File: src/rtl/parity_frame_pkg.sv
// ============================================================================
// Module   : parity_frame_pkg
// Brief    : Shared types and constants for the serial parity frame receiver.
// Revision : 1.0 - initial release
// ============================================================================
`default_nettype none

package parity_frame_pkg;

    typedef enum logic [1:0] {
        IDLE   = 2'd0,
        DATA   = 2'd1,
        PARITY = 2'd2,
        STOP   = 2'd3
    } pf_state_t;

    localparam logic PAR_EVEN = 1'b0;
    localparam logic PAR_ODD  = 1'b1;

    // The running XOR of data plus parity bit must equal the selected sense.
    function automatic logic par_mismatch(input logic acc, input logic odd);
        return acc != odd;
    endfunction

endpackage

`default_nettype wire

File: src/rtl/parity_frame_ctrl_acc.sv
// ============================================================================
// Module   : parity_acc
// Brief    : Single-bit running-parity register with clear and enable.
// Revision : 1.0 - initial release
// ============================================================================
`default_nettype none

module parity_acc (
    input  logic clk,
    input  logic reset,
    input  logic clear,
    input  logic en,
    input  logic bit_in,
    output logic par
);

    always_ff @(posedge clk) begin
        if (reset || clear) begin
            par <= 1'b0;
        end else if (en) begin
            par <= par ^ bit_in;
        end
    end

endmodule

`default_nettype wire

File: src/rtl/parity_frame_ctrl.sv
// ============================================================================
// Module   : parity_frame_ctrl
// Brief    : Serial frame receiver (start, data LSB-first, parity, stop) with
//            parity/framing check and a valid/ready word output.
// Revision : 1.0 - initial release
// ============================================================================
`default_nettype none

module parity_frame_ctrl
    import parity_frame_pkg::*;
#(
    parameter int DATA_W     = 8,
    parameter bit ODD_PARITY = 1'b0
) (
    input  logic              clk,
    input  logic              reset,
    input  logic              bit_in,
    input  logic              bit_valid,
    output logic              busy,
    output logic [DATA_W-1:0] out_data,
    output logic              out_valid,
    input  logic              out_ready,
    output logic              parity_err,
    output logic              frame_err,
    output logic              overrun
);

    localparam int               CNT_W  = (DATA_W > 1) ? $clog2(DATA_W) : 1;
    localparam logic [CNT_W-1:0] c_LAST = CNT_W'(DATA_W - 1);
    localparam logic             c_ODD  = ODD_PARITY;

    pf_state_t          r_state;
    logic [CNT_W-1:0]   r_cnt;
    logic [DATA_W-1:0]  r_shift;
    logic               r_busy;
    logic [DATA_W-1:0]  r_out_data;
    logic               r_out_valid;
    logic               r_parity_err;
    logic               r_frame_err;
    logic               r_overrun;

    logic               w_par;
    logic               w_clear;
    logic               w_en;

    // A 0 on an idle line always opens a frame and restarts the parity sum.
    assign w_clear = bit_valid && (r_state == IDLE) && !bit_in;
    assign w_en    = bit_valid && ((r_state == DATA) || (r_state == PARITY));

    parity_acc u_acc (
        .clk    (clk),
        .reset  (reset),
        .clear  (w_clear),
        .en     (w_en),
        .bit_in (bit_in),
        .par    (w_par)
    );

    always_ff @(posedge clk) begin
        if (reset) begin
            r_state      <= IDLE;
            r_cnt        <= '0;
            r_shift      <= '0;
            r_busy       <= 1'b0;
            r_out_data   <= '0;
            r_out_valid  <= 1'b0;
            r_parity_err <= 1'b0;
            r_frame_err  <= 1'b0;
            r_overrun    <= 1'b0;
        end else begin
            if (r_out_valid && out_ready) begin
                r_out_valid <= 1'b0;
            end

            if (bit_valid) begin
                case (r_state)
                    IDLE: begin
                        if (!bit_in) begin
                            r_state <= DATA;
                            r_cnt   <= '0;
                            r_busy  <= 1'b1;
                        end
                    end
                    DATA: begin
                        r_shift[r_cnt] <= bit_in;
                        if (r_cnt == c_LAST) begin
                            r_state <= PARITY;
                        end else begin
                            r_cnt <= r_cnt + CNT_W'(1);
                        end
                    end
                    PARITY: begin
                        r_state <= STOP;
                    end
                    STOP: begin
                        r_state      <= IDLE;
                        r_busy       <= 1'b0;
                        r_out_data   <= r_shift;
                        r_parity_err <= par_mismatch(w_par, c_ODD);
                        r_frame_err  <= !bit_in;
                        r_out_valid  <= 1'b1;
                        // A simultaneous accept frees the slot, so only a stalled result is lost.
                        if (r_out_valid && !out_ready) begin
                            r_overrun <= 1'b1;
                        end
                    end
                    default: begin
                        r_state <= IDLE;
                        r_busy  <= 1'b0;
                    end
                endcase
            end
        end
    end

    assign busy       = r_busy;
    assign out_data   = r_out_data;
    assign out_valid  = r_out_valid;
    assign parity_err = r_parity_err;
    assign frame_err  = r_frame_err;
    assign overrun    = r_overrun;

endmodule

`default_nettype wire

File: config.mk
export PLATFORM = sky130hd
export DESIGN_NAME = parity_frame_ctrl
export DESIGN_NICKNAME = d
export VERILOG_FILES = /design/src/rtl/parity_frame_pkg.sv /design/src/rtl/parity_frame_ctrl_acc.sv /design/src/rtl/parity_frame_ctrl.sv
export SDC_FILE = /design/constraint.sdc
export NUM_CORES = 1
export LEC_CHECK = 0
export CAP_MARGIN = 20
export CORE_MARGIN = 2
export CORE_UTILIZATION = 52
export DETAILED_ROUTE_END_ITERATION = 8
export GPL_ROUTABILITY_DRIVEN = 0
export PLACE_DENSITY = 0.77
export SYNTH_ARGS = -nofsm -noshare
export SYNTH_HDL_FRONTEND = slang
export SYNTH_SLANG_ARGS = --single-unit
File: constraint.sdc
create_clock -name clk -period 1.8 [get_ports clk]
set_clock_uncertainty 0.15 [all_clocks]
set_input_delay 0.36 -clock clk [delete_from_list [all_inputs] [get_ports clk]]
set_output_delay 0.36 -clock clk [all_outputs]
set_load 0.05 [all_outputs]
==> impl_results.md <==
- Status: completed
- Mux share of post-synthesis cell area: 6.52%
- Achievable Freq: 572 MHz
- Syn Inst Count: 138
- Area share of the largest cell type after synthesis: 44.0%
- CTS tree: yes
- CTS clk-pin slew, worst paths: 0.14 ns
- Ys Warns: 0
- Antenna Violating Nets Remaining: 0
- Initial antenna violation count: 0
- #FFs+latches synth: 27
- Hold WC Path Type: flip-flop to flip-flop
- Largest family of logic cells by synthesized area: simple AND/OR/NAND/NOR gates
- Startpoint Class: flip-flop
- Fill count: 190
- Most common cell in the netlist: nand2_1
- Starting Density: 55.5%
- Worst Path Required: 1.86 ns
- Flop2flop setup slack: 0.05 ns
- WHS Path Cells: 2
- Die Width: 52.6 µm
- Wire per inst: 13.3 µm
- Reg2reg start: r_state[0]
- DP Wirelength: 1900 µm
- Synth Area in XOR/XNOR: 0%
- Leakage power: 0.000631 µW
- Most frequent cells after synthesis: nand2_1 (29), dfxtp_1 (27), a21oi_1 (12)
- PwrDens: 682 nW/µm²
- Place WS: -0.184 ns
- Share of layout cells above drive strength 1: 22.4%
- Largest cells by area after synthesis: dfxtp_1 (44%), nand2_1 (8.9%), ha_1 (7.1%), mux2i_1 (6.5%), a21oi_1 (4.9%)
- IO Count: 18
- Area occupied by multi-input gates: 628 µm²
- # DRC: 0
- Grt ovf: 0
- CP Class: flip-flop to flip-flop
- Pins over their slew limit: 0
- Final setup margin: 0.0532 ns
- DRT Pass-1 Iters: 4
- Top cell type by total area after synthesis: dfxtp_1
- First-pass GRT wire length: 4080 µm
- Fin crit share: 97.0%
- HP Start: parity_err
- Synth Area in Compound Gates: 15.0%
- Final WL: 2570 µm
- Sink Count: 27
- Worst path arrival time: 1.80 ns
- Sequential share of the synthesized area: 44.0%
- Total CTS buffers: 3
- Worst-margin pin slew: 0.389 ns
- Post-DR vias/cell: 5.45
- Synth Area in Adders: 7.14%
- Post-Syn Nets: 150
- MaxCap Viol Count: 0
- Register area: 543 µm²
- EDFF count, synth: 0
- Pwr Total: 1020 µW
- Endpoint, Worst Hold: parity_err
- Die height: 52.6 µm
- Clk root buf: clkbuf_4
- Worst skew pair latency: 0.32 ns
- CP max FO: 5
- Post-layout nets: 178
- Final hold violations: 0
- Final setup vio count: 0
- Total GRT Usage: 20.3%
- Top_reg_cell synth: dfxtp_1
- Pin count of the biggest net entering global routing: 18
- PortBufs: 17
- Initial DRC Count: 26
- Unrepaired setup endpoints after global routing: yes
- Post-synth cell types: 33
- R2R cell count: 6
- # rows: 17
- Die Area: 2770 µm²
- Via count: 1051
- Maximum vdd drop: 0.422 mV
- Mean Syn Cell Area: 8.89 µm²
- Asr flop ratio synth: 0%
- Buffers from clock root to sink, at most: 2
- Post-synthesis simple-gate area fraction: 21.7%
- Vias in the first global route: 982
- Slew margin rel.: 73.8%
- R2r endpoint: r_cnt[1]
- H-tree depth: 1
- Core area: 2210 µm²
- Fin Setup TNS: 0 ns
- Final min period: 1.75 ns
- Post-Syn Area: 1230 µm²
- Hold slack: 0.315 ns
- Synth-to-layout area growth: 22.3%
- CP Capture Type: flip-flop
- Inserted Diodes: 0
[power by group]
part / internal (µW) / switching, µW
sequential: 611 / 9.94
clock: 86.6 / 167
combinational: 62.2 / 88.2
total: 759 / 265
[layout by cell type (no fill, tap or decap), types with 2 or more instances in the layout]
cell type / synthesis / layout
nand2_1: 29 / 29
buf_4: 0 / 28
dfxtp_1: 27 / 25
a21oi_1: 12 / 12
mux2i_1: 8 / 8
ha_1: 7 / 6
inv_1: 5 / 5
nand3_1: 5 / 5
nor2_1: 4 / 4
clkdlybuf4s50_1: 0 / 4
o41ai_1: 3 / 3
o31ai_1: 3 / 3
clkbuf_4: 0 / 3
o21ai_0: 2 / 2
nand4_1: 2 / 2
o211ai_1: 2 / 2
or3b_1: 2 / 2
a31oi_1: 2 / 2
dfxtp_2: 0 / 2
[metal layers]
layer,routed length [µm],part of all wire [%],track usage [%],vias to the layer above
met5,0,0,0,-
met4,25,0.97,10.3,0
met2,1350,52,35.8,21
met1,1120,44,23.2,491
met3,75,2.9,3.71,4
li1,-,-,-,535
[sequential cells by signal (all words and copies together), names as in the netlist]
register,count
frame_err,1
r_cnt,3
busy,1
out_data,8
r_state,2
overrun,1
parity_err,1
u_acc.par,1
r_shift,8
out_valid,1
[through the flow]
step,utilization [%],cell area (µm²),instances
floorplan,-,1230,138
global placement,65.8,1460,188
detailed placement,65.8,1460,188
CTS,67.0,1480,192
global route,67.9,1500,193
finish,67.9,1500,193
[final cells by class]
cell class,instances,share of cell area [%]
Clock buffer,4,1.75
Inverter,5,1.25
Multi-Input combinational cell,97,41.8
Sequential cell,27,36.2
Tap cell,28,2.33
Timing Repair Buffer,32,16.7
[kinds of logic after synthesis]
family / count (synthesis)
AOI/OAI and AO/OA: 28
adders and majority gates: 7
buffers and inverters: 14
DFF: 27
muxes: 8
and+or+nand+nor: 54
[worst max path at each step]
stage                           from    endpoint  slack [ns]  cells past startpoint
after global routing      r_state[0]    r_cnt[2]       -0.03                      5
after global placement     bit_valid    r_cnt[2]       -0.13                      5
after CTS                 r_state[1]    r_cnt[2]        0.01                      6
final                     r_state[0]    r_cnt[1]        0.05                      6
after floorplan           r_state[0]  r_state[0]        0.13                      6
after detailed placement   bit_valid    r_cnt[2]       -0.18                      5
[worst max-delay path: stages, from the launching register on]
cell	delay (ns)
dfxtp_2	0.38
inv_1	0.08
ha_1	0.21
a21bo_1	0.24
buf_4	0.17
o311ai_1	0.30
o41ai_1	0.12
[timing repair]
action / 4_1_cts / 5_1_grt
gates resized for setup: 1 / 3
buffers inserted: 0 / 1
hold buffers: 0 / 0
endpoints found under the hold margin: 0 / 0
endpoints found under the setup margin: 2 / 8
gates cloned: 0 / 0
No activity file was read; power rests on OpenSTA's default activity.
